`src/rtl/serial_frame_pkg.sv`:
```
// Shared constants, FSM encoding and timeout sizing for the serial frame decoder.
package serial_frame_pkg;

  localparam logic [7:0] SOF = 8'hA5;

  typedef enum logic [2:0] {
    ST_IDLE,
    ST_LEN,
    ST_PAYLOAD,
    ST_CHECK,
    ST_EMIT
  } state_t;

  // Silence limit in clock cycles; 64-bit math because bytes*10*clock exceeds 32 bits.
  function automatic longint unsigned timeout_cycles(input longint unsigned bytes,
                                                     input longint unsigned clk_hz,
                                                     input longint unsigned baud);
    return (bytes * 64'd10 * clk_hz) / baud;
  endfunction

endpackage

```
`src/rtl/serial_frame_buffer.sv`:
```
// Payload store: one write port, one read port with a registered address.
module serial_frame_buffer #(
  parameter int DEPTH = 16,
  parameter int AW    = 4
) (
  input  logic          clk,
  input  logic          wr_en,
  input  logic [AW-1:0] wr_addr,
  input  logic [7:0]    wr_data,
  input  logic [AW-1:0] rd_addr,
  output logic [7:0]    rd_data
);

  logic [7:0]    mem [DEPTH];
  logic [AW-1:0] rd_addr_p0;

  always_ff @(posedge clk) begin
    if (wr_en) mem[wr_addr] <= wr_data;
    rd_addr_p0 <= rd_addr;
  end

  assign rd_data = mem[rd_addr_p0];

endmodule

```
`src/rtl/serial_frame_decoder.sv`:
```
// Decodes A5/LEN/payload/CHK frames from a byte stream and replays the payload.
// Optional inter-byte timeout is enabled with the SERIAL_FRAME_TIMEOUT_EN macro.
module serial_frame_decoder
  import serial_frame_pkg::*;
#(
  parameter int SYSTEM_CLOCK  = 100000000,
  parameter int BAUD_RATE     = 115200,
  parameter int MAX_PAYLOAD   = 16,
  parameter int TIMEOUT_BYTES = 4
) (
  input  logic       clk,
  input  logic       rst_n,
  input  logic [7:0] rx_data,
  input  logic       rx_dv,
  output logic [7:0] out_data,
  output logic       out_valid,
  input  logic       out_ready,
  output logic       out_last,
  output logic       frame_ok,
  output logic       err_crc,
  output logic       err_len,
  output logic       err_timeout,
  output logic       overrun
);

  localparam int IW = $clog2(MAX_PAYLOAD + 1);
  localparam int AW = (MAX_PAYLOAD > 1) ? $clog2(MAX_PAYLOAD) : 1;

  state_t        state, state_nxt;
  logic [IW-1:0] idx, idx_nxt, len, len_nxt;
  logic [7:0]    sum, sum_nxt;
  logic          frame_ok_nxt, err_crc_nxt, err_len_nxt, overrun_nxt;
  logic          wr_en;
  logic [7:0]    rd_data;
  logic          timeout_hit;
  logic          is_last;

  assign is_last = (idx == len - IW'(1));

  serial_frame_buffer #(
    .DEPTH (MAX_PAYLOAD),
    .AW    (AW)
  ) u_buffer (
    .clk     (clk),
    .wr_en   (wr_en),
    .wr_addr (idx[AW-1:0]),
    .wr_data (rx_data),
    .rd_addr (idx_nxt[AW-1:0]),
    .rd_data (rd_data)
  );

`ifdef SERIAL_FRAME_TIMEOUT_EN
  localparam longint unsigned TO_CYC = timeout_cycles(longint'(TIMEOUT_BYTES),
                                                      longint'(SYSTEM_CLOCK),
                                                      longint'(BAUD_RATE));
  localparam int CW = $clog2(TO_CYC + 1);

  logic [CW-1:0] to_cnt;
  logic          waiting;

  assign waiting     = (state == ST_LEN) || (state == ST_PAYLOAD) || (state == ST_CHECK);
  // A byte arriving on the limit cycle takes priority over the timeout.
  assign timeout_hit = waiting && !rx_dv && (to_cnt == CW'(TO_CYC - 1));

  always_ff @(posedge clk) begin
    if (!rst_n) begin
      to_cnt      <= '0;
      err_timeout <= 1'b0;
    end else begin
      err_timeout <= timeout_hit;
      if (!waiting || rx_dv || timeout_hit) to_cnt <= '0;
      else                                  to_cnt <= to_cnt + CW'(1);
    end
  end
`else
  assign timeout_hit = 1'b0;
  assign err_timeout = 1'b0;
`endif

  always_comb begin
    state_nxt    = state;
    idx_nxt      = idx;
    len_nxt      = len;
    sum_nxt      = sum;
    frame_ok_nxt = 1'b0;
    err_crc_nxt  = 1'b0;
    err_len_nxt  = 1'b0;
    overrun_nxt  = 1'b0;
    wr_en        = 1'b0;
    case (state)
      ST_IDLE: begin
        idx_nxt = '0;
        if (rx_dv && rx_data == SOF) state_nxt = ST_LEN;
      end
      ST_LEN: begin
        if (rx_dv) begin
          if (rx_data != 8'd0 && rx_data <= 8'(MAX_PAYLOAD)) begin
            len_nxt   = IW'(rx_data);
            sum_nxt   = rx_data;
            idx_nxt   = '0;
            state_nxt = ST_PAYLOAD;
          end else begin
            err_len_nxt = 1'b1;
            state_nxt   = ST_IDLE;
          end
        end
      end
      ST_PAYLOAD: begin
        if (rx_dv) begin
          wr_en   = 1'b1;
          sum_nxt = sum + rx_data;
          if (is_last) begin
            idx_nxt   = '0;
            state_nxt = ST_CHECK;
          end else begin
            idx_nxt = idx + IW'(1);
          end
        end
      end
      ST_CHECK: begin
        if (rx_dv) begin
          idx_nxt = '0;
          if (rx_data == sum) begin
            frame_ok_nxt = 1'b1;
            state_nxt    = ST_EMIT;
          end else begin
            err_crc_nxt = 1'b1;
            state_nxt   = ST_IDLE;
          end
        end
      end
      ST_EMIT: begin
        overrun_nxt = rx_dv;
        if (out_ready) begin
          if (is_last) begin
            idx_nxt   = '0;
            state_nxt = ST_IDLE;
          end else begin
            idx_nxt = idx + IW'(1);
          end
        end
      end
      default: state_nxt = ST_IDLE;
    endcase
    if (timeout_hit) begin
      idx_nxt   = '0;
      state_nxt = ST_IDLE;
    end
  end

  always_ff @(posedge clk) begin
    if (!rst_n) begin
      state    <= ST_IDLE;
      idx      <= '0;
      len      <= '0;
      sum      <= '0;
      frame_ok <= 1'b0;
      err_crc  <= 1'b0;
      err_len  <= 1'b0;
      overrun  <= 1'b0;
    end else begin
      state    <= state_nxt;
      idx      <= idx_nxt;
      len      <= len_nxt;
      sum      <= sum_nxt;
      frame_ok <= frame_ok_nxt;
      err_crc  <= err_crc_nxt;
      err_len  <= err_len_nxt;
      overrun  <= overrun_nxt;
    end
  end

  assign out_valid = (state == ST_EMIT);
  assign out_last  = out_valid && is_last;
  assign out_data  = out_valid ? rd_data : 8'h00;

endmodule

```
`config.mk`:
```
export PLATFORM = sky130hd
export DESIGN_NAME = serial_frame_decoder
export DESIGN_NICKNAME = d
export VERILOG_FILES = /design/src/rtl/serial_frame_pkg.sv /design/src/rtl/serial_frame_buffer.sv /design/src/rtl/serial_frame_decoder.sv
export SDC_FILE = /design/constraint.sdc
export NUM_CORES = 1
export LEC_CHECK = 0
export CORE_ASPECT_RATIO = 2
export CORE_MARGIN = 4
export CORE_UTILIZATION = 45
export DETAILED_ROUTE_END_ITERATION = 10
export GPL_TIMING_DRIVEN = 1
export SETUP_SLACK_MARGIN = 0.02
export SLEW_MARGIN = 10
export SYNTH_ARGS = -nofsm -noshare
export SYNTH_HDL_FRONTEND = slang
export SYNTH_SLANG_ARGS = --single-unit
```
`constraint.sdc`:
```
create_clock -name clk -period 2.55 [get_ports clk]
set_input_delay 0.51 -clock clk [delete_from_list [all_inputs] [get_ports clk]]
set_output_delay 0.51 -clock clk [all_outputs]
set_load 0.01 [all_outputs]
```
==> results.tsv, run 1 <==
stage	metric	value	unit
sta	fmax	348	MHz
outcome	failed_checks	setup timing	
global_route	grt_usage	18.7	%
min_path	hold_depth	2	
clocking	cts_sinks	157	
yosys	syn_avg_cell_area	16.4	µm²
floorplan	die_w	94.3	µm
sta	setup-violations-final	8	
finish	final_nets	528	
sta	fin_crit_sh	113	%
finish	drive_gt1_share	31.2	%
min_path	hp-class	register to register	
routing	vias	3781	
yosys	yosysSeqAreaShare	66.0	%
sta	layout_setup_ws	-327	ps
sta	worstMarginPinSlew	597	ps
placed_design	port_buffers	25	
placed_design	gp_congestion	0.789	
routing	drtIter0Drc	214	
clocking	cts_buffer_depth	2	
floorplan	start_util	46.2	%
routing	drc_errors	0	
sta	slew_headroom	60.2	%
clocking	cts_root_buf	clkbuf_16	
setup_path	reg2reg_depth	9	
clocking	cts-buffers-inserted	17	
global_route	grt_max_degree	28	
setup_path	crit_arrival	2370	ps
yosys	synth_enable_flop_cells	128	
setup_path	reg2reg_slack	510	ps
routing	postRouteAntennaNets	0	
sta	grt_setup_unrepaired	true	
global_route	grt_pass1_wl	23.0	mm
placed_design	place_hpwl	10.7	mm
yosys	synthCells	409	
pwr	power_density	793	nW/µm²
routing	wirelength	14.9	mm
setup_path	r2r_start	len[0]	
outcome	status	finished with violations	
yosys	synth_nets	434	
pwr	peakVddDrop	0.528	mV
placed_design	dpl.cell_count	670	
sta	clock_skew	10.5	ps
clocking	clock_latency	410	ps
floorplan	rows	62	
setup_path	cp-end-kind	output port	
floorplan	fp.dieH	181	µm
sta	finalCriticalPeriod	2880	ps
clocking	cts.htree.levels	4	
min_path	hp-start	sum[6]	
clocking	path_clk_slew	60	ps
floorplan	die-area	17000	µm²
min_path	hold_end	sum[6]	
setup_path	critical_path.max_fanout	6	
yosys	yosys_warnings	0	
yosys	synthTopCellsByArea	edfxtp_1 57%, mux4_2 13%, dfxtp_1 8.7%	
finish	area_growth	22.9	%
yosys	synth_cell_types	51	
yosys	mappedNetlistArea	6700	µm²
pwr	leakage	2.88	nW
setup_path	timing.rr.end	idx[2]	
sta	fin_hold_ws	481	ps
yosys	synth_top_flop_cell	edfxtp_1	
setup_path	cp-start-kind	register	
global_route	grt-ovfl-total	0	
clocking	cts_tree	built	
floorplan	ios	27	
yosys	ys_seq_elements	157	
global_route	first_global_vias	4063	
routing	wire_per_inst	21.1	µm
yosys	synth_top_area_share	57.4	%
finish	antenna_cells	0	
yosys	async_flop_share	0	%
setup_path	crit_required	2040	ps
sta	hold_violations	0	
floorplan	core-area	14500	µm²
finish	finalNonFillerCells	708	
routing	first_pass_iters	4	
yosys	synthTopCellsByCount	128 x edfxtp_1, 40 x mux4_2, 32 x nor2_1, 29 x dfxtp_1, 19 x nand2_1	
clocking	holdBufCountCts	0	
setup_path	critPathKind	register to output port	
yosys	yosysTopAreaCell	edfxtp_1	
flow_run	drv_cap	0	
routing	vias_per_cell	5.34	
sta	drv_slew	0	
yosys	synth.most_common_cell	edfxtp_1	
global_route	antenna_found_initial	0	
-- through the flow --
step	setup TNS [ps]	power, mW	area [µm²]	util, %	setup WS, ps
3_5_place_dp	-3820	4.05	7560	52.1	-271
3_3_place_gp	-4070	4.03	7560	52.1	-240
4_1_cts	-2710	6.62	8260	56.9	-372
2_1_floorplan	0	3.71	6700	-	295
6_report	-2260	6.53	8240	56.8	-327
5_1_grt	-3010	6.81	8240	56.8	-422
-- report_power, final --
group	internal (mW)	switching [mW]	leakage, nW	total (mW)
clock	1.36	1.02	0.264	2.38
combinational	0.695	0.547	1.22	1.24
sequential	2.85	0.0630	1.39	2.91
total	4.91	1.63	2.88	6.53
-- area by class of cell --
class,instances,area (µm²)
fill,1185,6270
sequential,157,4430
multi-input combinational,219,2090
timing repair buffer,94,867
clock buffer,18,429
tap,192,240
clock inverter,14,133
inverter,14,52.6
-- sequential cells by signal (all words and copies together) (netlist names), named ones only --
| register | cells |
|---|---|
| u_buffer.mem | 128 |
| sum | 8 |
| idx | 5 |
| len | 5 |
| state | 3 |
| err_crc | 1 |
| err_len | 1 |
| frame_ok | 1 |
| overrun | 1 |
-- metal layers --
| metal | vias to the layer above | track usage (%) | part of all wire [%] |
|---|---|---|---|
| li1 | 1760 | - | - |
| met1 | 1922 | 19.3 | 35 |
| met2 | 87 | 36.2 | 60 |
| met3 | 12 | 3.13 | 3.0 |
| met4 | 0 | 6.83 | 1.8 |
| met5 | - | 0 | 0 |
-- cell families (layout without fill, tap and decap cells) --
family                     Yosys count  after routing  share of synthesized area (%)
other                                1              1                         0.0560
DFF                                157            157                           66.0
xor gates and xnor gates            16             16                           2.09
AOI/OAI and AO/OA                   43             43                           4.31
buffers and inverters               33            140                           3.04
and+or+nand+nor                     97             97                           7.15
muxes                               49             49                           14.8
adders and majority gates           13             13                           2.54
-- critical path: stages (launching register included) --
cell and delay, ps:
dfxtp_4 420, buf_6 160, buf_16 140, mux4_2 480, mux4_2 480, nor2b_1 140, buf_2 140
-- layout by cell type, fill, tap and decap left out, types with 4 or more instances in the layout --
master,n
edfxtp_1,128
buf_4,59
mux4_2,40
nor2_1,31
dfxtp_1,27
nand2_1,18
clkbuf_16,17
clkdlybuf4s50_1,16
inv_1,14
a21oi_1,12
ha_1,12
xnor2_1,11
nor2b_1,10
mux2i_1,9
o21ai_0,8
nor3_1,8
buf_2,8
nand3_1,6
inv_6,6
buf_12,6
xor2_1,5
and2_1,5
clkinvlp_4,4
-- worst max path at each step --
stage / from / end / slack, ps
2_1_floorplan: register / out_data[0] / 300
3_3_place_gp: register / out_data[4] / -240
3_5_place_dp: register / out_data[3] / -270
4_1_cts: register / out_data[6] / -370
5_1_grt: register / out_data[2] / -420
6_report: register / out_data[2] / -330
-- repair_timing --
item                       CTS  global route
pin swaps                    1             1
buffers inserted             3             0
resized for setup           42             3
setup endpoints to repair   10            10
cloned                       4             0
No activity file was read; power rests on OpenSTA's default activity.
==> run 2: changes to the inputs <==
--- a/config.mk
+++ b/config.mk
@@ -8,6 +8,7 @@
 export CORE_ASPECT_RATIO = 2
 export CORE_MARGIN = 4
 export CORE_UTILIZATION = 45
+export CTS_CLUSTER_DIAMETER = 80
 export DETAILED_ROUTE_END_ITERATION = 10
 export GPL_TIMING_DRIVEN = 1
 export SETUP_SLACK_MARGIN = 0.02
==> constraint.sdc (replaced) <==
create_clock -name clk -period 3.4 [get_ports clk]
set_input_delay 0.68 -clock clk [delete_from_list [all_inputs] [get_ports clk]]
set_output_delay 0.68 -clock clk [all_outputs]
set_load 0.01 [all_outputs]
==> run 2 against run 1 <==
The run now ends clean. Non-clock buffer count shrank 30. Worst hold slack lost 7.6 ps. Cell area shrank 3.4%. Register-to-register slack gained 730 ps. Largest power group unchanged. Highest routed layer unchanged.
==> results.tsv, run 2 (synthesis results as in run 1) <==
stage	metric	value	unit	change
clocking	cts_root_buf	clkbuf_16		
placed_design	place_hpwl	10.1	mm	-5.3%
setup_path	cp-start-kind	register		
finish	largest_register_ffs	128		unchanged
finish	final_nets	498		-5.7%
routing	drtIter0Drc	318		+49%
clocking	cts-buffers-inserted	17		unchanged
clocking	holdBufCountCts	0		unchanged
finish	top_register	u_buffer.mem		
min_path	hold_depth	2		unchanged
finish	area_growth	18.7	%	
floorplan	start_util	46.2	%	unchanged
routing	vias_per_cell	5.53		+3.5%
min_path	hp-class	register to register		
sta	worstMarginPinSlew	581	ps	-15.4 ps
clocking	path_clk_slew	60	ps	about the same
sta	fmax	305	MHz	
global_route	antenna_found_initial	0		unchanged
outcome	status	finished, final reports clean		
sta	fin_setup_tns	0	ps	+2260 ps
routing	wire_per_inst	22.4	µm	+6.1%
sta	hold_violations	0		unchanged
setup_path	critPathKind	register to output port		
finish	layout_common_cells	128 x edfxtp_1, 40 x mux4_2, 36 x buf_4, 32 x nor2_1, 28 x dfxtp_1		
clocking	cts.htree.levels	4		unchanged
global_route	first_global_vias	3923		-3.4%
floorplan	die_w	94.3	µm	unchanged
sta	grt_setup_unrepaired	false		
min_path	hold_end	sum[5]		
sta	fin_crit_sh	96.3	%	
finish	utilization	54.8	%	-2.0 points
finish	reg_top3	u_buffer.mem x128, sum x8		
setup_path	reg2reg_depth	6		-3
min_path	hp-start	sum[5]		
finish	drive_gt1_share	24.7	%	-6.5 points
routing	drc_errors	0		unchanged
setup_path	timing.rr.end	u_buffer.mem[14][0]		
flow_run	drv_cap	0		unchanged
routing	first_pass_iters	5		+1
floorplan	ios	27		unchanged
global_route	grt_pass1_wl	23.7	mm	+2.8%
pwr	peakVddDrop	0.379	mV	-28%
clocking	clock_latency	420	ps	about the same
clocking	cts_tree	built		
global_route	grt_usage	19.3	%	+0.65 points
setup_path	cp-end-kind	output port		
pwr	power.total	4.83	mW	-26%
sta	drv_slew	0		unchanged
placed_design	gp_congestion	0.780		-1.0%
pwr	leakage	2.73	nW	-4.9%
clocking	cts_sinks	157		unchanged
routing	postRouteAntennaNets	0		unchanged
floorplan	die-area	17000	µm²	unchanged
floorplan	fp.dieH	181	µm	unchanged
pwr	power_density	607	nW/µm²	-23%
setup_path	crit_arrival	2590	ps	+220 ps
finish	final_common_cell	edfxtp_1		
finish	antenna_cells	0		unchanged
sta	clock_skew	10.7	ps	+0.203 ps
placed_design	placed_area	7300	µm²	-3.5%
placed_design	port_buffers	25		unchanged
sta	setup-violations-final	0		-8
setup_path	crit_required	2720	ps	+680 ps
routing	wirelength	15.2	mm	+1.6%
floorplan	core-area	14500	µm²	unchanged
global_route	grt_max_degree	33		+18%
finish	stdcell_area	7960	µm²	-3.4%
setup_path	critical_path.max_fanout	10		+4
global_route	grt-ovfl-total	0		unchanged
routing	vias	3747		-0.90%
clocking	cts_buffer_depth	2		unchanged
sta	slew_headroom	61.2	%	+1.0 points
setup_path	r2r_start	state[1]		
setup_path	reg2reg_slack	1240	ps	+730 ps
sta	finalCriticalPeriod	3270	ps	
floorplan	rows	62		unchanged
sta	fin_hold_ws	474	ps	-7.56 ps
==> run 2: changes by cell type in the layout (fill, tap and decap cells not counted), moves of 4 or more <==
cell	before	now
buf_2	8	0
buf_4	59	36
dlygate4sd2_1	0	6
buf_12	6	2
==> run 2: area by class of cell <==
cell class,instances,area (µm²)
fillers,1214,6550
flip-flops and latches,157,4430
multi-input cells,219,2070
repair buffers,64,583
clock buffers,18,429
well taps,192,240
clock inverters,14,149
inverters,14,52.6
==> run 2: repair_timing <==
item | in CTS | in global routing
gates cloned | 1 | 0
setup endpoints to repair | 8 | 2
setup buffers | 0 | 7
hold endpoints to repair | 0 | 0
gates resized for setup | 8 | 1
==> run 2: critical path, cell delays in order (launching register included) <==
cell and delay [ps]:
dfxtp_4 410, buf_16 150, mux4_2 490, mux4_2 500, nor2b_1 150, clkdlybuf4s50_1 490
==> run 2: worst max-delay path by stage <==
| stage | endpoint | slack, ps | cells past startpoint |
|---|---|---|---|
| 2_1_floorplan | out_data[0] | 980 | 5 |
| 3_3_place_gp | out_data[5] | 370 | 5 |
| 3_5_place_dp | out_data[5] | 370 | 5 |
| 4_1_cts | out_data[6] | 20 | 5 |
| 5_1_grt | out_data[0] | 60 | 5 |
| 6_report | out_data[0] | 130 | 5 |
==> run 2: per-layer routing <==
metal / vias to the layer above / global-route usage (%) / wire length (µm)
met5: - / 0 / 0
met4: 0 / 5.67 / 303
met3: 20 / 3.97 / 684
met2: 131 / 35.7 / 8820
met1: 1891 / 21.9 / 5340
li1: 1705 / - / -
==> run 2: where the power goes <==
group | switching [mW] | internal [mW]
combinational | 0.382 | 0.412
sequential | 0.0507 | 2.14
clock | 0.811 | 1.04
total | 1.24 | 3.59
==> run 2: metrics by stage <==
stage,setup WS (ps),std cells
after floorplan,975,409
after global placement,375,638
after detailed placement,365,638
after CTS,22.7,671
after global routing,58.4,678
final,126,678
==> run 3: changes to the inputs <==
--- a/config.mk
+++ b/config.mk
@@ -5,13 +5,16 @@
 export SDC_FILE = /design/constraint.sdc
 export NUM_CORES = 1
 export LEC_CHECK = 0
+export ABC_AREA = 0
 export CORE_ASPECT_RATIO = 2
 export CORE_MARGIN = 4
 export CORE_UTILIZATION = 45
+export CTS_BUF_LIST = sky130_fd_sc_hd__clkbuf_4 sky130_fd_sc_hd__clkbuf_8 sky130_fd_sc_hd__clkbuf_16
 export CTS_CLUSTER_DIAMETER = 80
 export DETAILED_ROUTE_END_ITERATION = 10
 export GPL_TIMING_DRIVEN = 1
 export SETUP_SLACK_MARGIN = 0.02
+export SKIP_CTS_REPAIR_TIMING = 1
 export SLEW_MARGIN = 10
 export SYNTH_ARGS = -nofsm -noshare
 export SYNTH_HDL_FRONTEND = slang
==> run 3 against run 2 <==
Via count fell by 0.88%. Global-route usage fell by 0.33 points. Cell area rose by 0.11%. Fmax fell by 2.7%. Routed wire length rose by 0.44%. Combinational power fell by 2%. First-iteration DRC count fell by 4.7%. Die area did not move. Utilization rose by 0.060 points. Critical endpoint unchanged. Final cell count fell by 0.74%. Sequential power barely moved.
==> results.tsv, run 3 (synthesis results as in run 1) <==
stage	metric	value	unit	change
clocking	cts.htree.levels	4		unchanged
finish	regArea	4430	µm²	unchanged
clocking	cts_tree	built		
min_path	hold_depth	2		unchanged
clocking	cts_sinks	157		unchanged
pwr	swShare	25.7	%	-0.040 points
sta	fmax	297	MHz	-2.7%
sta	drv_slew	0		unchanged
global_route	grt_usage	19.0	%	-0.33 points
clocking	cts_buffer_depth	2		unchanged
routing	wirelength	15.2	mm	+0.44%
setup_path	crit_arrival	2690	ps	+100 ps
finish	multiInputGateArea	2070	µm²	unchanged
finish	drive_gt1_share	24.1	%	-0.57 points
finish	final_nets	493		-1.0%
pwr	p_seq_share	45.4	%	about the same
floorplan	die_w	94.3	µm	unchanged
sta	fin_hold_ws	474	ps	-0.0210 ps
sta	layout_setup_ws	34.0	ps	-91.5 ps
routing	vias_per_cell	5.52		-0.14%
pwr	p_switching	1.24	mW	-0.25%
finish	utilization	54.9	%	+0.060 points
global_route	antenna_found_initial	0		unchanged
routing	vias	3714		-0.88%
routing	postRouteAntennaNets	0		unchanged
clocking	clock_latency	410	ps	about the same
flow_run	drv_cap	0		unchanged
sta	fin_setup_tns	0	ps	unchanged
floorplan	ios	27		unchanged
placed_design	gp_congestion	0.780		unchanged
finish	fillers	1210		-0.33%
finish	antenna_cells	0		unchanged
routing	wire_per_inst	22.6	µm	+1.2%
floorplan	fp.dieH	181	µm	unchanged
setup_path	reg2reg_slack	1240	ps	about the same
setup_path	critPathKind	register to output port		
routing	first_pass_iters	4		-1
sta	clock_skew	7.52	ps	-3.17 ps
sta	finalCriticalPeriod	3370	ps	+91.5 ps
pwr	p_int	3.59	mW	about the same
floorplan	rows	62		unchanged
sta	setup-violations-final	0		unchanged
pwr	peakVddDrop	0.376	mV	-0.73%
floorplan	die-area	17000	µm²	unchanged
routing	drc_errors	0		unchanged
setup_path	reg2reg_depth	6		unchanged
sta	fin_crit_sh	99.0	%	+2.7 points
placed_design	placed_area	7300	µm²	unchanged
global_route	grt_pass1_wl	23.3	mm	-1.3%
setup_path	cp-start-kind	register		
floorplan	core-area	14500	µm²	unchanged
min_path	hp-class	register to register		
setup_path	critical_path.max_fanout	8		-2
global_route	grt_max_degree	33		unchanged
placed_design	port_buffers	25		unchanged
floorplan	start_util	46.2	%	unchanged
finish	top_register	u_buffer.mem		
pwr	leakage	2.78	nW	+1.8%
finish	final_common_cell	edfxtp_1		
finish	stdcell_area	7960	µm²	+0.11%
clocking	cts-buffers-inserted	17		unchanged
pwr	power_density	606	nW/µm²	-0.20%
clocking	cts_root_buf	clkbuf_16		
finish	reg_top3	u_buffer.mem x128, sum x8		
finish	layout_common_cells	128 x edfxtp_1, 40 x mux4_2, 32 x nor2_1, 29 x buf_4, 28 x dfxtp_1		
placed_design	dp_slack	365	ps	unchanged
global_route	grt-ovfl-total	0		unchanged
setup_path	crit_required	2720	ps	about the same
sta	slew_headroom	61.8	%	+0.57 points
outcome	status	finished, final reports clean		
clocking	path_clk_slew	60	ps	about the same
sta	worstMarginPinSlew	573	ps	-8.53 ps
sta	hold_violations	0		unchanged
finish	area_growth	18.8	%	
finish	largest_register_ffs	128		unchanged
placed_design	place_hpwl	10.1	mm	unchanged
global_route	first_global_vias	3919		-0.10%
setup_path	cp-end-kind	output port		
routing	drtIter0Drc	303		-4.7%
pwr	clockPowerShare	38.4	%	about the same
sta	grt_setup_unrepaired	true		
pwr	p_comb_share	16.2	%	-0.2 points
==> run 3: worst paths after layout <==
kind	startpoint	to
min reg2reg	sum[5]	sum[5]
min	sum[5]	sum[5]
max	register	out_data[0]
max reg2reg	state[1]	u_buffer.mem[14][0]
==> run 3: per-stage QoR <==
stage          total power, mW  std cells
2_1_floorplan             2.78        409
3_3_place_gp              2.94        638
3_5_place_dp              2.95        638
4_1_cts                   4.80        670
5_1_grt                   5.02        673
6_report                  4.83        673
==> run 3: power groups by stage <==
stage / sequential [mW] / combinational (mW) / clock, mW
2_1_floorplan: 2.20 / 0.580 / 0
3_3_place_gp: 2.21 / 0.727 / 0
3_5_place_dp: 2.22 / 0.736 / 0
4_1_cts: 2.18 / 0.740 / 1.88
5_1_grt: 2.20 / 0.848 / 1.97
6_report: 2.19 / 0.781 / 1.85
==> run 3: final cells by class <==
class / instances / area share, %
clock buffers: 18 / 5.44
clock inverters: 14 / 1.87
inverters: 14 / 0.660
multi-input cells: 219 / 26.0
flip-flops and latches: 157 / 55.6
well taps: 192 / 3.02
repair buffers: 59 / 7.38
==> run 3: critical path: stages (launching register included) <==
cell	delay (ps)
dfxtp_4	440
clkbuf_16	200
mux4_2	500
mux4_2	490
nor2b_1	140
clkdlybuf4s50_1	490
==> run 3: layer usage <==
layer	share of wire, %	vias to the layer above	routed length [µm]	GRT usage, %
li1	-	1698	-	-
met1	36	1882	5420	21.6
met2	59	115	8900	35.0
met3	3.9	19	595	3.97
met4	2.0	0	297	5.73
met5	0	-	0	0
